File: config.mk
export PLATFORM = sky130hd
export DESIGN_NAME = load_data_queue_mp
export DESIGN_NICKNAME = d
export VERILOG_FILES = /design/src/rtl/load_data_queue_mp.sv
export SDC_FILE = /design/constraint.sdc
export NUM_CORES = 1
export LEC_CHECK = 0
export ABC_AREA = 1
export BUFFER_PORTS_ARGS = -buffer_cell sky130_fd_sc_hd__buf_2
export CAP_MARGIN = 40
export CORE_UTILIZATION = 35
export CTS_CLUSTER_DIAMETER = 100
export CTS_CLUSTER_SIZE = 8
export DETAILED_ROUTE_END_ITERATION = 12
export PLACE_DENSITY = 0.58
export SLEW_MARGIN = 40
export SYNTH_ARGS = -nofsm -noshare
export SYNTH_HDL_FRONTEND = slang
export SYNTH_SLANG_ARGS = --single-unit
File: constraint.sdc
create_clock -name clk -period 7.8 [get_ports clk]
set_input_delay 0.78 -clock clk [delete_from_list [all_inputs] [get_ports clk]]
set_output_delay 0.78 -clock clk [all_outputs]
set_load 0.05 [all_outputs]
File: src/rtl/load_data_queue_mp.sv
// load_data_queue_mp
// Multi-ported load data queue. Up to DISP_WIDTH loads are allocated per cycle
// in program order, and up to EXEC_WIDTH address writebacks are accepted per cycle.
// The oldest load that has its address and whose older stores have drained is
// issued. Issued entries retire in order from the head. A branch flush rolls the
// tail back to the squash point.
module load_data_queue_mp #(
   parameter int LDQ_ENTRIES = 16,
   parameter int SDQ_ENTRIES = 16,
   parameter int DISP_WIDTH  = 2,
   parameter int EXEC_WIDTH  = 2,
   parameter int FREE_WIDTH  = 2,
   parameter int ADDR_W      = 32,
   localparam int IDX_W      = $clog2(LDQ_ENTRIES),
   localparam int SM_W       = $clog2(SDQ_ENTRIES) + 1,
   localparam int PTR_W      = IDX_W + 1
) (
   input  logic                         clk,
   input  logic                         rst,
   input  logic [DISP_WIDTH-1:0]        disp_vld,
   input  logic [DISP_WIDTH*SM_W-1:0]   disp_sdq_marker,
   output logic [DISP_WIDTH*IDX_W-1:0]  disp_ldq_idx,
   output logic                         disp_full,
   input  logic [EXEC_WIDTH-1:0]        exec_vld,
   input  logic [EXEC_WIDTH*IDX_W-1:0]  exec_ldq_idx,
   input  logic [EXEC_WIDTH*ADDR_W-1:0] exec_addr,
   input  logic [SM_W-1:0]              sdq_head_ptr,
   output logic                         issue_vld,
   input  logic                         issue_rdy,
   output logic [IDX_W-1:0]             issue_ldq_idx,
   output logic [ADDR_W-1:0]            issue_addr,
   input  logic                         flush_vld,
   input  logic [IDX_W-1:0]             flush_ldq_idx,
   output logic [IDX_W:0]               count
);

   // Queue pointers carry a wrap bit above the index so full and empty differ
   logic [PTR_W-1:0]       head_q, tail_q;
   logic [PTR_W-1:0]       head_nxt, tail_nxt;
   logic [IDX_W-1:0]       head_idx, tail_idx;

   // Per-entry control flags
   logic [LDQ_ENTRIES-1:0] valid_q, addr_vld_q, st_clear_q, issued_q;
   logic [LDQ_ENTRIES-1:0] valid_nxt, addr_vld_nxt, st_clear_nxt, issued_nxt;

   // Per-entry payload (not reset; only meaningful while the entry is valid)
   logic [SM_W-1:0]        marker_q [LDQ_ENTRIES];
   logic [ADDR_W-1:0]      addr_q   [LDQ_ENTRIES];

   // Per-entry write strobes and write data
   logic [LDQ_ENTRIES-1:0] alloc;
   logic [LDQ_ENTRIES-1:0] exec_hit;
   logic [LDQ_ENTRIES-1:0] squash;
   logic [SM_W-1:0]        alloc_marker [LDQ_ENTRIES];
   logic [ADDR_W-1:0]      exec_wdata   [LDQ_ENTRIES];

   // Dispatch / free / issue bookkeeping
   logic                   disp_ok;
   logic [PTR_W-1:0]       disp_cnt;
   logic [IDX_W-1:0]       lane_idx;
   logic [PTR_W-1:0]       nfree;
   logic                   free_stop;
   logic [IDX_W-1:0]       free_idx;
   logic [IDX_W-1:0]       flush_dist;
   logic                   sel_found;
   logic [IDX_W-1:0]       sel_idx;
   logic [IDX_W-1:0]       cand_idx;
   logic                   issue_fire;

   // Age of an entry measured as its distance from the head slot
   function automatic logic [IDX_W-1:0] age_of(input logic [IDX_W-1:0] idx,
                                               input logic [IDX_W-1:0] base);
      return idx - base;
   endfunction

   assign head_idx   = head_q[IDX_W-1:0];
   assign tail_idx   = tail_q[IDX_W-1:0];
   assign count      = tail_q - head_q;
   assign disp_full  = (LDQ_ENTRIES - int'(count)) < DISP_WIDTH;
   assign disp_ok    = !disp_full && !flush_vld;
   assign flush_dist = age_of(flush_ldq_idx, head_idx);

   // Lane index allocation: each valid lane takes the next slot after older valid lanes
   always_comb begin
      disp_ldq_idx = '0;
      disp_cnt     = '0;
      lane_idx     = '0;
      alloc        = '0;
      for (int j = 0; j < LDQ_ENTRIES; j++) begin
         alloc_marker[j] = '0;
      end
      for (int i = 0; i < DISP_WIDTH; i++) begin
         lane_idx = tail_idx + disp_cnt[IDX_W-1:0];
         if (disp_vld[i]) begin
            disp_ldq_idx[i*IDX_W +: IDX_W] = lane_idx;
            if (disp_ok) begin
               alloc[lane_idx]        = 1'b1;
               alloc_marker[lane_idx] = disp_sdq_marker[i*SM_W +: SM_W];
            end
            disp_cnt = disp_cnt + PTR_W'(1);
         end
      end
   end

   // In-order free: count the leading run of issued entries at the head,
   // stopping at the squash point so a flushed entry is never also freed
   always_comb begin
      nfree     = '0;
      free_stop = 1'b0;
      free_idx  = '0;
      for (int k = 0; k < FREE_WIDTH; k++) begin
         free_idx = head_idx + IDX_W'(k);
         if (!free_stop && valid_q[free_idx] && issued_q[free_idx] &&
             (!flush_vld || (IDX_W'(k) < flush_dist))) begin
            nfree = nfree + PTR_W'(1);
         end else begin
            free_stop = 1'b1;
         end
      end
   end

   // Oldest-ready select, scanning from the head; registered state only
   always_comb begin
      sel_found = 1'b0;
      sel_idx   = '0;
      cand_idx  = '0;
      for (int k = 0; k < LDQ_ENTRIES; k++) begin
         cand_idx = head_idx + IDX_W'(k);
         if (!sel_found && valid_q[cand_idx] && addr_vld_q[cand_idx] &&
             st_clear_q[cand_idx] && !issued_q[cand_idx]) begin
            sel_found = 1'b1;
            sel_idx   = cand_idx;
         end
      end
   end

   assign issue_vld     = sel_found;
   assign issue_ldq_idx = sel_idx;
   assign issue_addr    = sel_found ? addr_q[sel_idx] : '0;
   assign issue_fire    = issue_vld && issue_rdy;

   // Per-entry next state: squash/free clear first, then allocation, then updates
   always_comb begin
      valid_nxt    = '0;
      addr_vld_nxt = '0;
      st_clear_nxt = '0;
      issued_nxt   = '0;
      squash       = '0;
      exec_hit     = '0;
      for (int j = 0; j < LDQ_ENTRIES; j++) begin
         exec_wdata[j] = '0;
      end
      for (int j = 0; j < LDQ_ENTRIES; j++) begin
         squash[j] = flush_vld && (age_of(IDX_W'(j), head_idx) >= flush_dist);
         // Ascending port scan so the highest-numbered port wins on duplicates
         for (int p = 0; p < EXEC_WIDTH; p++) begin
            if (exec_vld[p] && (exec_ldq_idx[p*IDX_W +: IDX_W] == IDX_W'(j)) &&
                valid_q[j] && !squash[j]) begin
               exec_hit[j]   = 1'b1;
               exec_wdata[j] = exec_addr[p*ADDR_W +: ADDR_W];
            end
         end
         if (squash[j] || ({1'b0, age_of(IDX_W'(j), head_idx)} < nfree)) begin
            valid_nxt[j]    = 1'b0;
            addr_vld_nxt[j] = 1'b0;
            st_clear_nxt[j] = 1'b0;
            issued_nxt[j]   = 1'b0;
         end else if (alloc[j]) begin
            valid_nxt[j]    = 1'b1;
            addr_vld_nxt[j] = 1'b0;
            st_clear_nxt[j] = (alloc_marker[j] == sdq_head_ptr);
            issued_nxt[j]   = 1'b0;
         end else if (valid_q[j]) begin
            valid_nxt[j]    = 1'b1;
            addr_vld_nxt[j] = addr_vld_q[j] | exec_hit[j];
            st_clear_nxt[j] = st_clear_q[j] | (marker_q[j] == sdq_head_ptr);
            issued_nxt[j]   = issued_q[j] | (issue_fire && (sel_idx == IDX_W'(j)));
         end
      end
   end

   // Pointer update: flush rebuilds tail from head so the wrap bit stays consistent
   always_comb begin
      head_nxt = head_q + nfree;
      if (flush_vld) begin
         tail_nxt = head_q + {1'b0, flush_dist};
      end else if (disp_ok) begin
         tail_nxt = tail_q + disp_cnt;
      end else begin
         tail_nxt = tail_q;
      end
   end

   // Control state register with asynchronous active-low reset
   always_ff @(posedge clk or negedge rst) begin
      if (!rst) begin
         head_q     <= '0;
         tail_q     <= '0;
         valid_q    <= '0;
         addr_vld_q <= '0;
         st_clear_q <= '0;
         issued_q   <= '0;
      end else begin
         head_q     <= head_nxt;
         tail_q     <= tail_nxt;
         valid_q    <= valid_nxt;
         addr_vld_q <= addr_vld_nxt;
         st_clear_q <= st_clear_nxt;
         issued_q   <= issued_nxt;
      end
   end

   // Payload storage: marker written at allocation, address at accepted writeback
   always_ff @(posedge clk) begin
      for (int j = 0; j < LDQ_ENTRIES; j++) begin
         if (alloc[j]) begin
            marker_q[j] <= alloc_marker[j];
         end
         if (exec_hit[j]) begin
            addr_q[j] <= exec_wdata[j];
         end
      end
   end

endmodule

# Word level (Yosys, flattened, before mapping)
# Memories as Yosys holds them, arrays and structs flattened.
# Index checks and enable logic that the tools add are counted.
[word_totals]
mem_count = 2
inputBits = 99
regBits = 74
output_inout_bits = 51
elab_cells = 1071
ramBits = 592
[classes]
bitwise_logic = 52
order_cmp = 59
n_addsub = 40
reduce_logical = 287
eq_ne = 77
muxes = 548
[mem_list]
columns = ["memory", "depth", "width", "read_ports", "rd_clocked_by_memory_dff", "wr", "line_no", "text"]
rows = [
  ["addr_q", 16, 32, 1, 0, 16, "48", "logic [ADDR_W-1:0] addr_q [LDQ_ENTRIES];"],
  ["marker_q", 16, 5, 16, 0, 2, "47", "logic [SM_W-1:0] marker_q [LDQ_ENTRIES];"],
]
[op_table]
columns = ["op", "n"]
rows = [
  ["2-to-1 mux 32 bit", 33],
  ["2-to-1 mux 1 bit", 386],
  ["2-to-1 mux 80 bit", 4],
  ["binary-select mux 1 bit (select 4 bit)", 64],
  ["logical AND 1 bit", 202],
  ["== test 5 bit", 32],
  ["2-to-1 mux 4 bit", 32],
  ["2-to-1 mux 5 bit", 20],
  ["== test 4 bit (second input constant)", 24],
  ["< comparator 4 x 5 -> 1 bit (second input constant)", 18],
  ["bitwise AND 80 bit", 1],
  ["bitwise mux 80 bit", 1],
  ["< comparator 4 x 5 -> 1 bit", 16],
  ["OR reduction 5 bit", 14],
  [">= comparator 4 bit", 16],
  ["2-to-1 mux 16 bit", 4],
  ["logical NOT 1 bit", 49],
  ["== test 4 x 3 -> 1 bit (second input constant)", 12],
  ["bitwise OR 1 bit", 48],
  ["demux 5 bit (select 4 bit)", 2],
  ["adder 4 bit (second input constant)", 8],
  ["subtractor 4 bit (first input constant)", 8],
  ["== test 4 x 2 -> 1 bit (second input constant)", 6],
  ["logical OR 1 bit", 18],
  ["other kinds (24)", 45],
]

# Longest topological paths before layout
[depth]
ltp_word = 102
ltp_mapped = 37
mapped_depth_nobuf = 29

# Least setup slack after synthesis
# Ideal clock, no wire load.
[synth_timing]
kind = "flip-flop to output port"
startpoint = "register head_q[1]"
endpoint = "output port issue_addr[5]"
slack_ns = 1.918
path_stages_with_launch = 33
t_required_ns = 7.020
arrival_time_ns = 5.102
n_path_buf = 6
cell_sequence = "dfrtp_1 buf_2 inv_2 buf_4 buf_6 ha_1 buf_2 inv_2 buf_2 nand3_1 nand3_1 nand3_1 nand2_1 nor2_1 nand2_1 inv_1 nand2_1 o22ai_1 nand3b_1 nor2_1 nand3_1 nor2_1 nand3_1 nor2_1 nand3_1 nor2_1 nand3_1 nand2_1 clkinv_1 clkbuf_1 nand2_1 nand2_1 nor2_1"
[synth_between]
elab_chain_cells = 98
word_cells_on_any_way = 271
cone_classes = "15 x add/sub; 161 x mux; 94 x reduce/logical; 1 x memory"
[synth_lines]
columns = ["item", "line_no", "text"]
rows = [
  ["from (decl)", "38", "logic [PTR_W-1:0] head_q, tail_q;"],
  ["from (signal assigned)", "204", "head_q <= head_nxt;"],
  ["branches (longest 95 deep; another with adder 4 x 1 -> 4 bit)", "-", ""],
  ["2-to-1 mux 4 bit (*)", "129", "if (!sel_found && valid_q[cand_idx] && addr_vld_q[cand_idx] &&"],
  ["named net issue_ldq_idx[3]", "30", "output logic [IDX_W-1:0] issue_ldq_idx,"],
  ["memory read (16 x 32 bit) (*)", "-", ""],
  ["2-to-1 mux 32 bit (*)", "139", "assign issue_addr = sel_found ? addr_q[sel_idx] : '0;"],
  ["to (decl)", "31", "output logic [ADDR_W-1:0] issue_addr,"],
]
# Mark *: on every way through the listed nets, which the timed path passes. The select of a mux whose other input is x is not followed.

# Worst setup path after layout
[layout_timing]
startpoint = "register head_q[0]"
endpoint = "output port issue_addr[30]"
[layout_between]
elab_chain_cells = 98
word_cells_on_any_way = 271
cone_classes = "15 x add/sub; 161 x mux; 94 x reduce/logical; 1 x memory"
[layout_lines]
columns = ["item", "line_no"]
rows = [
  ["branches (longest 97 deep; another with adder 4 x 1 -> 4 bit)", "-"],
  ["2-to-1 mux 32 bit (*)", "139"],
]
# Every way passes the cells marked *. The select of a mux whose other input is x is not followed.

==> flow_summary.ini <==
[floorplan]
rows = 128
io_pins = 150
die_area_um2 = 125000
chipWidth_um = 354
start_util = 0.355
core_area_um2 = 122000
die_h_um = 354

[logic_synthesis]
synth_ff_type = edfxtp_1
synth_top_area_share = 0.409
synth_seq_cells = 666
async_flop_share = 0.111
yosys_warnings = 0
yosysUniqueCellTypes = 58
yosysSeqAreaShare = 0.452
synth_xor_area_frac = 0.0171
synthSimpleGateAreaFrac = 0.274
syn-num-nets = 5821
synthesis.area_um2 = 43400
synth_compound_area_frac = 0.138
yosys-top-cells-area = edfxtp_1 41%, nand2_1 13%, nand3_1 8.0%, o21ai_0 7.1%, inv_1 5.3%
syn-instance-count = 5654
synthMuxAreaShare = 0
synth_top_family_by_area = simple AND/OR/NAND/NOR gates
synth_area_leader_cell = edfxtp_1
synthAdderAreaFrac = 0.0206
postSynthAreaPerCell_um2 = 7.68
synth_edf_count = 592

[final_layout]
regArea_um2 = 19600
final_cell_mix = 1490 x nand2_1, 691 x nand3_1, 613 x o21ai_0, 605 x inv_1, 592 x edfxtp_1
finalNonFillerCells = 7239
final_common_cell = nand2_1
num-fill-cells = 12537
area_delta_synth_final_pct = 11.4
fin_nets = 5743
multi_input_area_um2 = 19700
drive_above_1_share = 0.0846

[timing]
tns_ns = 0
period_minus_slack_ns = 7.31
tightestPinTransition_ns = 0.911
slew_headroom = 0.392
fmax_mhz = 137
maxSlewViolCount = 0
hold_viol = 0
fin_crit_sh = 0.937
rsz0062_at_grt = no
finalSetupViolCount = 0
fin_skew_ns = 0.0371

[power_and_ir_drop]
clkPwrFrac = 0.276
seqPwrFrac = 0.296
pwr-share-comb = 0.428
sw_frac_of_total = 0.438
p_per_area_nw_per_um2 = 288
vdd_drop_max_mv = 0.402
p_int_uw = 7820
leakage_uw = 0.0201
p_switching_uw = 6110

[route]
drt_wl_total_um = 177000
drt_iter0_drc = 5338
vias_per_cell = 5.71
drc = 0
avgRoutedWirePerCell_um = 24.4
vias = 41366
ant_nets = 0
firstDrtPassIters = 6

[worst_setup_path]
crit_path_end = issue_addr[30]
crit_start = head_q[0]
reg2reg_slack_ns = 1.83
required_ns = 7.02
start_kind = register
arrival_ns = 6.53
critical_path_class = register to output port
crit_slowest_cell = inv_2
r2r-end = st_clear_q[2]
cp_slowest_stage_delay_ns = 0.55
critPathCaptureType = output port
path_common_cell = nand2_1
r2r-start = head_q[0]
cp_max_fo = 78
rr_worst_depth = 21

[run]
drv_cap = 0

[cts]
clock_path_buffers = 3
numCtsBuffers = 93
cts_resized = 0
clock_latency_ns = 0.69
cts_tree = yes
cts_root_buf = clkbuf_16
cts.htree.levels = 3
clock_sinks = 666
cts.clk_slew.worst_paths_ns = 0.06

[global_routing]
grt_overflow = 0
grt_pass1_wl_um = 257000
grt_pass1_vias = 37856
antenna_found_initial = 16
grt_max_degree = 145
grt_use_total = 0.274

[placement]
hpwl_um = 109000
globalplace.congestion = 0.969
io_buffers = 149
dp_cells = 7102

[hold_path]
hold_path_class = input port to register

[run_status]
status = completed
## synthesized netlist by cell type (4+ instances only)
| library cell | number |
|---|---|
| a211oi_1 | 6 |
| a21oi_1 | 69 |
| a221oi_1 | 16 |
| a31o_2 | 8 |
| a31oi_1 | 21 |
| and2_1 | 6 |
| buf_1 | 54 |
| buf_2 | 74 |
| buf_4 | 14 |
| buf_6 | 17 |
| clkbuf_1 | 280 |
| clkinv_1 | 6 |
| dfrtp_1 | 74 |
| edfxtp_1 | 592 |
| fa_1 | 6 |
| ha_1 | 62 |
| inv_1 | 612 |
| inv_2 | 9 |
| nand2_1 | 1519 |
| nand3_1 | 693 |
| nand3b_1 | 108 |
| nand4_1 | 45 |
| nor2_1 | 256 |
| nor2_2 | 6 |
| nor3_1 | 58 |
| nor4_1 | 5 |
| o2111ai_1 | 10 |
| o211ai_1 | 62 |
| o21a_1 | 7 |
| o21ai_0 | 613 |
| o21ai_1 | 51 |
| o21bai_1 | 4 |
| o22ai_1 | 90 |
| o31ai_1 | 31 |
| o32ai_1 | 40 |
| o41ai_1 | 5 |
| or2_2 | 16 |
| xnor2_1 | 21 |
| xor2_1 | 55 |
## how the worst min path moves through the flow
stage | start | to | slack [ns] | cells after the start
final | exec_addr[46] | addr_q[10][14] | 0.40 | 3
after global routing | exec_addr[53] | addr_q[10][21] | 0.40 | 3
after global placement | issued_q[13] | issued_q[13] | 0.51 | 2
after CTS | exec_addr[46] | addr_q[10][14] | 0.36 | 3
after detailed placement | issued_q[13] | issued_q[13] | 0.52 | 2
after floorplan | rst | addr_vld_q[0] | 0.48 | 0
## worst max-delay path, delay by kind of cell (launching register included)
family                   cells  cell delay [ns]
AO/OA/AOI/OAI                2             0.21
adder cells (fa/ha/maj)      1             0.30
buffers and inverters        4             1.35
flip-flops                   1             0.43
AND/OR/NAND/NOR             22             3.40
## sequential cells by signal, indices dropped and copies added, names as in the netlist
signal      flops
addr_q        512
addr_vld_q     16
head_q          5
issued_q       16
marker_q       80
st_clear_q     16
tail_q          5
valid_q        16
## timing repair
action / CTS / global route
setup buffers: 0 / 0
hold buffers: 1 / 0
hold endpoints to repair: 10 / 0
setup endpoints to repair: 0 / 0
## logic make-up after synthesis
group           count (synthesis)
flops                         666
simple gates                 2728
compound gates               1044
buf+inv                      1068
xor+xnor                       80
fa+ha+maj                      68
## power by group through the flow
stage                     Combinational [µW]  Clock [µW]  Sequential, µW
after floorplan                         4100           0            4140
after global placement                  5800           0            4190
after detailed placement                5830           0            4190
after CTS                               5860        3870            4130
after global routing                    6470        4000            4140
final                                   5960        3840            4130
## per-stage QoR
stage / setup WS (ns) / hold WS, ns / total power (µW) / utilization / area (µm²)
2_1_floorplan: 1.92 / 0.484 / 8240 / - / 43400
3_3_place_gp: 1.24 / 0.512 / 10000 / 0.373 / 45600
3_5_place_dp: 1.18 / 0.520 / 10000 / 0.373 / 45700
4_1_cts: 0.456 / 0.361 / 13900 / 0.395 / 48300
5_1_grt: 0.00915 / 0.396 / 14600 / 0.395 / 48400
6_report: 0.492 / 0.400 / 13900 / 0.395 / 48400
## per-layer routing
metal	share of wire	global-route usage	vias up
met2	0.44	0.422	2321
li1	-	-	18913
met3	0.11	0.0592	396
met1	0.41	0.377	19714
met4	0.036	0.0953	22
met5	0.00077	0	-
## area by class of cell
cell class                      instances  area share
Timing Repair Buffer                  267      0.0409
Inverter                              628      0.0488
Clock inverter                          5     0.00261
Sequential cell                       666       0.406
Tap cell                             1625      0.0420
Antenna cell                            2    0.000103
Clock buffer                          126      0.0515
Multi-Input combinational cell       3920       0.408
No activity file was read; power rests on OpenSTA's default activity.
